<file path="src/rtl/cpu_p_pkg.sv">
// Shared definitions for the parametrised accumulator CPU: opcodes, FSM states
// and instruction-field extraction helpers.
package cpu_p_pkg;

    localparam logic [2:0] OP_HLT = 3'd0;
    localparam logic [2:0] OP_SKZ = 3'd1;
    localparam logic [2:0] OP_ADD = 3'd2;
    localparam logic [2:0] OP_AND = 3'd3;
    localparam logic [2:0] OP_XOR = 3'd4;
    localparam logic [2:0] OP_LDA = 3'd5;
    localparam logic [2:0] OP_STO = 3'd6;
    localparam logic [2:0] OP_JMP = 3'd7;

    typedef enum logic [2:0] {
        ST_FETCH   = 3'd0,
        ST_DECODE  = 3'd1,
        ST_EXEC_RD = 3'd2,
        ST_EXEC_WR = 3'd3,
        ST_HALTED  = 3'd4
    } state_t;

    // Instruction words are widened to this size before field extraction
    localparam int unsigned FIELD_W = 64;

    function automatic logic [2:0] get_opcode(input logic [FIELD_W-1:0] ir,
                                              input int unsigned addr_w);
        logic [FIELD_W-1:0] shifted;
        shifted = ir >> addr_w;
        return shifted[2:0];
    endfunction

    function automatic logic [FIELD_W-1:0] get_operand(input logic [FIELD_W-1:0] ir,
                                                       input int unsigned addr_w);
        logic [FIELD_W-1:0] mask;
        mask = (64'd1 << addr_w) - 64'd1;
        return ir & mask;
    endfunction

endpackage

</file>
<file path="src/rtl/cpu_core_p_alu.sv">
// Combinational datapath for the read-type instructions: produces the new
// accumulator value and the carry out of an ADD.
module cpu_alu_p
    import cpu_p_pkg::*;
#(
    parameter int unsigned DATA_W = 8
) (
    input  logic [2:0]        op,
    input  logic [DATA_W-1:0] acc,
    input  logic [DATA_W-1:0] rdata,
    output logic [DATA_W-1:0] result,
    output logic              carry_out
);

    // Select the operation; non-ALU opcodes leave the accumulator unchanged
    always_comb begin
        result    = acc;
        carry_out = 1'b0;
        case (op)
            OP_ADD:  {carry_out, result} = {1'b0, acc} + {1'b0, rdata};
            OP_AND:  result = acc & rdata;
            OP_XOR:  result = acc ^ rdata;
            OP_LDA:  result = rdata;
            default: result = acc;
        endcase
    end

endmodule

</file>
<file path="src/rtl/cpu_core_p.sv">
// Accumulator CPU core with a req/ack memory port (wait states allowed),
// carry flag and halt/resume control.
module cpu_core_p
    import cpu_p_pkg::*;
#(
    parameter int unsigned DATA_W = 8,
    parameter int unsigned ADDR_W = 5
) (
    input  logic              clk,
    input  logic              rst,
    output logic              mem_req,
    output logic              mem_we,
    output logic [ADDR_W-1:0] mem_addr,
    output logic [DATA_W-1:0] mem_wdata,
    input  logic [DATA_W-1:0] mem_rdata,
    input  logic              mem_ack,
    input  logic              resume,
    output logic              halted,
    output logic              carry,
    output logic [ADDR_W-1:0] pc_out,
    output logic [DATA_W-1:0] acc_out
);

    state_t              state;
    logic [ADDR_W-1:0]   pc;
    logic [DATA_W-1:0]   acc;
    logic [DATA_W-1:0]   ir;
    logic [2:0]          opcode;
    logic [ADDR_W-1:0]   operand;
    logic [DATA_W-1:0]   alu_result;
    logic                alu_carry;
    logic                xfer;

    assign opcode  = get_opcode(FIELD_W'(ir), ADDR_W);
    assign operand = ADDR_W'(get_operand(FIELD_W'(ir), ADDR_W));
    assign xfer    = mem_req && mem_ack;
    assign pc_out  = pc;
    assign acc_out = acc;

    cpu_alu_p #(.DATA_W(DATA_W)) u_alu (
        .op        (opcode),
        .acc       (acc),
        .rdata     (mem_rdata),
        .result    (alu_result),
        .carry_out (alu_carry)
    );

    // Memory port drive: address/data come straight from held registers, so
    // they stay stable for as long as the request waits; reset gates it off
    always_comb begin
        mem_req   = 1'b0;
        mem_we    = 1'b0;
        mem_addr  = '0;
        mem_wdata = '0;
        if (!rst) begin
            case (state)
                ST_FETCH: begin
                    mem_req  = 1'b1;
                    mem_addr = pc;
                end
                ST_EXEC_RD: begin
                    mem_req  = 1'b1;
                    mem_addr = operand;
                end
                ST_EXEC_WR: begin
                    mem_req   = 1'b1;
                    mem_we    = 1'b1;
                    mem_addr  = operand;
                    mem_wdata = acc;
                end
                default: mem_req = 1'b0;
            endcase
        end else begin
            mem_req = 1'b0;
        end
    end

    // Instruction sequencer and architectural registers
    always_ff @(posedge clk) begin
        if (rst) begin
            state  <= ST_FETCH;
            pc     <= '0;
            acc    <= '0;
            ir     <= '0;
            carry  <= 1'b0;
            halted <= 1'b0;
        end else begin
            case (state)
                ST_FETCH: begin
                    if (xfer) begin
                        ir    <= mem_rdata;
                        pc    <= pc + ADDR_W'(1);
                        state <= ST_DECODE;
                    end
                end
                ST_DECODE: begin
                    case (opcode)
                        OP_HLT: begin
                            state  <= ST_HALTED;
                            halted <= 1'b1;
                        end
                        OP_SKZ: begin
                            if (acc == '0) pc <= pc + ADDR_W'(1);
                            state <= ST_FETCH;
                        end
                        OP_JMP: begin
                            pc    <= operand;
                            state <= ST_FETCH;
                        end
                        OP_STO: state <= ST_EXEC_WR;
                        OP_ADD, OP_AND, OP_XOR, OP_LDA: state <= ST_EXEC_RD;
                        default: state <= ST_FETCH;
                    endcase
                end
                ST_EXEC_RD: begin
                    if (xfer) begin
                        acc <= alu_result;
                        if (opcode == OP_ADD) carry <= alu_carry;
                        state <= ST_FETCH;
                    end
                end
                ST_EXEC_WR: begin
                    if (xfer) state <= ST_FETCH;
                end
                ST_HALTED: begin
                    if (resume) begin
                        state  <= ST_FETCH;
                        halted <= 1'b0;
                    end
                end
                default: begin
                    state  <= ST_FETCH;
                    halted <= 1'b0;
                end
            endcase
        end
    end

endmodule

</file>
<file path="config.mk">
export PLATFORM = sky130hd
export DESIGN_NAME = cpu_core_p
export DESIGN_NICKNAME = d
export VERILOG_FILES = /design/src/rtl/cpu_p_pkg.sv /design/src/rtl/cpu_core_p_alu.sv /design/src/rtl/cpu_core_p.sv
export SDC_FILE = /design/constraint.sdc
export NUM_CORES = 1
export LEC_CHECK = 0
export ABC_AREA = 1
export CAP_MARGIN = 15
export CORE_ASPECT_RATIO = 1.1
export CORE_MARGIN = 2
export CORE_UTILIZATION = 53
export CTS_BUF_LIST = sky130_fd_sc_hd__clkbuf_8
export CTS_CLUSTER_SIZE = 20
export DETAILED_ROUTE_END_ITERATION = 10
export GPL_ROUTABILITY_DRIVEN = 1
export PLACE_DENSITY = 0.88
export SLEW_MARGIN = 20
export SYNTH_ARGS = -nofsm -noshare
export SYNTH_HDL_FRONTEND = slang
export SYNTH_SLANG_ARGS = --single-unit
</file>
<file path="constraint.sdc">
create_clock -name clk -period 2.1 [get_ports clk]
set_input_delay 0.42 -clock clk [delete_from_list [all_inputs] [get_ports clk]]
set_output_delay 0.42 -clock clk [all_outputs]
set_load 0.02 [all_outputs]
</file>
# After elaboration in Yosys (flattened, before gate mapping)
# Cells that the tools add are included.
dict set report totals {
  ramBits 0
  elab_cells 65
  latch_bits 0
  in_bits 12
  mem_count 0
  register_bits 26
  output_inout_bits 30
  rom_bits 0
}
dict set report op_classes {
  order_cmp 0
  n_reduce_logical 16
  n_div 0
  addsub 2
  bitwise_logic 3
  eq_ne 17
  mul 0
  mux 21
  shifts 0
}
# cell count
set ops {}
lappend ops {{8-bit one-hot mux with 4 select lines} 1}
lappend ops {{5-bit one-hot mux with 2 select lines} 3}
lappend ops {{3-bit one-hot mux with 4 select lines} 2}
lappend ops {{8-bit 2-to-1 mux} 2}
lappend ops {{3-bit equality test, second input constant} 5}
lappend ops {{5-bit 2-to-1 mux} 3}
lappend ops {{3-bit by 2-bit equality test with 1-bit output, second input constant} 4}
lappend ops {{3-bit AND reduction} 4}
lappend ops {{8-bit by 8-bit adder with 9-bit output} 1}
lappend ops {{3-bit 2-to-1 mux} 3}
lappend ops {{8-bit bitwise AND} 1}
lappend ops {{8-bit zero test} 1}
lappend ops {{8-bit bitwise XOR} 1}
lappend ops {{3-bit by 1-bit equality test with 1-bit output, second input constant} 2}
lappend ops {{3-bit zero test} 2}
lappend ops {{1-bit 2-to-1 mux} 6}
lappend ops {{5-bit by 1-bit adder with 5-bit output, second input constant} 1}
lappend ops {{2-bit by 1-bit inequality test with 1-bit output, second input constant} 2}
lappend ops {{2-bit inequality test, second input constant} 2}
lappend ops {{4-bit AND reduction} 1}
lappend ops {{4-bit nonzero test} 1}
lappend ops {{2-bit OR reduction} 2}
lappend ops {{4-bit OR reduction} 1}
lappend ops {{3-bit by 2-bit inequality test with 1-bit output, second input constant} 1}
lappend ops {{7 further kinds} 7}

# Depth between registers and ports, before layout
dict set report depth {
  ltp_word 7
  mapped_depth 11
  ltp_nobuf 11
}

# By module
# From an unflattened synthesis, not the netlist that was laid out.
dict set report hier_totals {
  hier_cells 353
  hier_area_um2 2117.0
}
# mod seq_area_each_um2 instances area_each_um2 cells_per_inst
set by_module_without_submodules {}
lappend by_module_without_submodules {cpu_core_p 520.5 1 1398.8 218}
lappend by_module_without_submodules {cpu_alu_p 0.0 1 718.2 135}

# Worst setup path before layout
# Ideal clock, no wire load.
dict set report synth_timing {
  path_type {input to register}
  start {in mem_rdata[0]}
  end {reg acc[4], in the netlist acc_out[4]}
  n_path_buf 0
  required_time_ns 1.991
  t_arrival_ns 1.599
  stages 10
  path_slack_ns 0.393
  setup_ns 0.109
  path_cell_list {ha_1 fa_1 nand2_1 inv_1 a21oi_1 nand2_1 nand3_1 nand3_1 nand2_1 inv_1}
}
dict set report synth_via {
  elab_chain_cells 2
}
# item line
set synth_rtl {}
lappend synth_rtl {{start, declared} cpu_core_p.sv:15} ;# input logic [DATA_W-1:0] mem_rdata,
lappend synth_rtl {{8-bit by 8-bit adder with 9-bit output} cpu_core_p_alu.sv:20} ;# OP_ADD: {carry_out, result} = {1'b0, acc} + {1'b0, rdata};
lappend synth_rtl {{8-bit one-hot mux with 4 select lines} cpu_core_p_alu.sv:19} ;# case (op)
lappend synth_rtl {{end signal, assigned} cpu_core_p.sv:117} ;# acc <= alu_result;
lappend synth_rtl {{end, declared} cpu_core_p.sv:26} ;# logic [DATA_W-1:0] acc;
# Every way passes these cells.
# A chain may end at the register's enable or synchronous reset.

# Worst setup path in the final report
dict set report layout_timing {
  start {reg state[2]}
  end {out mem_wdata[3]}
}
dict set report layout_via {
  elab_chain_cells 3
}
# item line
set layout_rtl {}
lappend layout_rtl {{start, declared} cpu_core_p.sv:24} ;# state_t state;
lappend layout_rtl {{start signal, assigned} cpu_core_p.sv:81} ;# state <= ST_FETCH;
lappend layout_rtl {{start signal, assigned} cpu_core_p.sv:93} ;# state <= ST_DECODE;
lappend layout_rtl {{start signal, assigned} cpu_core_p.sv:99} ;# state <= ST_HALTED;
lappend layout_rtl {{3-bit by 2-bit equality test with 1-bit output} cpu_core_p.sv:56} ;# case (state)
lappend layout_rtl {{8-bit 2-to-1 mux} cpu_core_p.sv:56}
lappend layout_rtl {{8-bit 2-to-1 mux} cpu_core_p.sv:55} ;# if (!rst) begin
lappend layout_rtl {{end, declared} cpu_core_p.sv:14} ;# output logic [DATA_W-1:0] mem_wdata,
# Every way passes these cells.

==> results.json <==
{
  "die_h_um": 68.6,
  "synthDominantCellAreaShare": 0.259,
  "outcome": "finished, final reports clean",
  "worst_ep_required_time_ns": 1.68,
  "cellLeakagePower_uw": 0.00128,
  "grt_pass1_wl_mm": 9.14,
  "min_from": "ir[2]",
  "place_inst": 439,
  "fin_crit_ns": 2.01,
  "cts_setup_buffers": 0,
  "grt_max_degree": 23,
  "syn_area_sq_um": 2010,
  "clk_pin_slew_worst_paths_ns": 0.09,
  "relSlewSlack": 0.772,
  "min_path_cells": 2,
  "hp-class": "reg2reg",
  "synth_cells": 341,
  "vias": 2301,
  "layout.nets": 416,
  "syn_to_final_growth_pct": 26.7,
  "whs_ns": 0.462,
  "setup_slack_ns": 0.0871,
  "wl_per_cell_um": 12.2,
  "fp.coreArea_sq_um": 3650,
  "fin_area_sq_um": 2550,
  "r2r_cells": 10,
  "cp-start-kind": "flip-flop",
  "vias_per_cell": 5.21,
  "slew_violations": 0,
  "syn-num-nets": 363,
  "ys_seq_area_frac": 0.259,
  "tns_ns": 0,
  "power_density_nw_per_um2": 728,
  "r2r_slack_ns": 0.32,
  "cts_root_buffer": "clkbuf_8",
  "cts_tree": "built",
  "synth_warnings": 0,
  "drc": 0,
  "antenna_found_initial": 0,
  "cts_hold_buf": 0,
  "max_freq_mhz": 497,
  "syn_avg_cell_area_sq_um": 5.90,
  "fin_crit_sh": 0.959,
  "ys_ff_latch": 26,
  "cp.arrival_ns": 1.59,
  "cts.sinks": 26,
  "end_kind": "output port",
  "die_w_um": 62.7,
  "fillers": 355,
  "yosys.area.top_type": "dfxtp_1",
  "worstHoldEndpoint": "ir[2]",
  "firstDrtPassIters": 4,
  "drive_gt1_frac": 0.0995,
  "drt_iter0_drc": 131,
  "rsz0062_at_grt": "no",
  "crit_type": "reg2out",
  "grt_pass1_vias": 2136,
  "place_area_sq_um": 2540,
  "die_area_sq_um": 4310,
  "clock_latency_ns": 0.27,
  "htree_levels": 1,
  "rr_endpoint": "acc_out[4]",
  "start_util": 0.550,
  "grt_usage": 0.266,
  "synth_area_leaders": "dfxtp_1 (26%), nand2_1 (18%), nor2_1 (9.7%)",
  "hpwl_mm": 4.16,
  "cts.path.max_buffers": 2,
  "ant_nets": 0,
  "skew_ns": 0.00196,
  "gp_congestion": 0.908,
  "grt_overflow": 0,
  "path_max_fanout": 9,
  "place_ws_ns": -0.303,
  "finalHoldViolations": 0,
  "io_buffers": 41,
  "instances_no_fill": 442,
  "max-vdd-ir-drop_v": 0.000270,
  "drt-total-wl_mm": 5.39,
  "io_pins": 42,
  "setup_viol": 0,
  "worst_pin_slew_ns": 0.342,
  "maxCapViolations": 0,
  "antennaDiodeCount": 0,
  "r2r-start": "acc_out[0]",
  "ys_types": 26,
  "cts_buffers": 3,
  "row_count": 23
}
## final cells by class
cell class,count,area [sq um],area share
flip-flops and latches,26,522,0.205
clock buffers,3,41.3,0.0162
inverters,52,195,0.0765
repair buffers,55,482,0.189
multi-input cells,256,1250,0.489
well taps,50,62.6,0.0245
## layout by cell type, fill, tap and decap left out, types with 2 or more instances in the layout
master           netlist  routed
a21oi_1               33      33
inv_1                 47      47
ha_1                   9       9
nand4_1                4       4
dfxtp_1               26      25
o21ai_0               19      19
clkdlybuf4s50_1        0      26
nand2_2                3       4
clkbuf_2               0       5
nor2_1                52      52
dlygate4sd2_1          0       7
o211ai_1               3       3
clkbuf_8               0       3
buf_4                  2      14
nor2_2                 2       2
nand3_1               20      20
inv_2                  4       4
nand2_1               97      96
nor2_4                 5       5
nor3_1                 3       3
clkdlybuf4s15_1        0       3
## worst max-delay path: stages, from the launching register on
cell and delay, ns:
dfxtp_1 0.38, inv_1 0.07, nand2_1 0.09, nor2_1 0.15, nand2_2 0.16, nor2_1 0.12
dlygate4sd2_1 0.34
## Yosys cell counts
master / count
a21oi_1: 33
ha_1: 9
inv_2: 4
nand3_1: 20
nand3_2: 1
buf_2: 2
o31ai_1: 1
nand4_1: 4
nand2_2: 3
xnor2_1: 1
xor2_1: 1
buf_4: 2
clkbuf_1: 1
nand2_1: 97
nor2_1: 52
nor2_2: 2
clkinv_1: 1
nor2_4: 5
inv_1: 47
o21ai_0: 19
nor3b_1: 1
buf_6: 2
fa_1: 1
nor3_1: 3
o211ai_1: 3
dfxtp_1: 26
## how the worst max path moves through the flow
stage / from / endpoint / slack [ns]
after floorplan: mem_rdata[0] / acc_out[4] / 0.39
after global routing: state[2] / mem_wdata[7] / 0.004
after CTS: state[2] / mem_wdata[7] / 0.07
final: state[2] / mem_wdata[3] / 0.09
after detailed placement: rst / mem_wdata[7] / -0.30
after global placement: rst / mem_wdata[5] / -0.25
## kinds of logic after synthesis
logic type	after synthesis	synth area share
xor+xnor	2	0.00871
simple gates	188	0.400
flops	26	0.259
fa+ha+maj	10	0.0659
buf+inv	59	0.123
compound gates	56	0.144
## per-stage QoR
step / power, uW / util
after detailed placement: 1580 / 0.695
after global routing: 2010 / 0.698
final: 1860 / 0.698
after global placement: 1550 / 0.695
after floorplan: 1300 / -
after CTS: 1860 / 0.702
## layer usage
layer,GRT usage,vias to the layer above,share of wire
met5,0,-,0
met1,0.307,1021,0.43
met3,0.0406,11,0.061
met2,0.493,91,0.49
li1,-,1178,-
met4,0.122,0,0.017
## state kept, by name, summed over array words and instances (netlist names)
signal and flops:
carry 1, acc_out 8, halted 1, state 3, pc_out 5, ir 8
## repair_timing
item | in CTS | in global routing
setup endpoints to repair | 15 | 8
cloned | 0 | 0
gates resized for setup | 17 | 13
## report_power, final
group,internal (uW),leakage (uW),switching (uW)
Combinational,338,0.00104,529
Clock,129,0.0000216,161
Sequential,589,0.000212,109
Note: power is estimated with default switching activity, not from simulation.
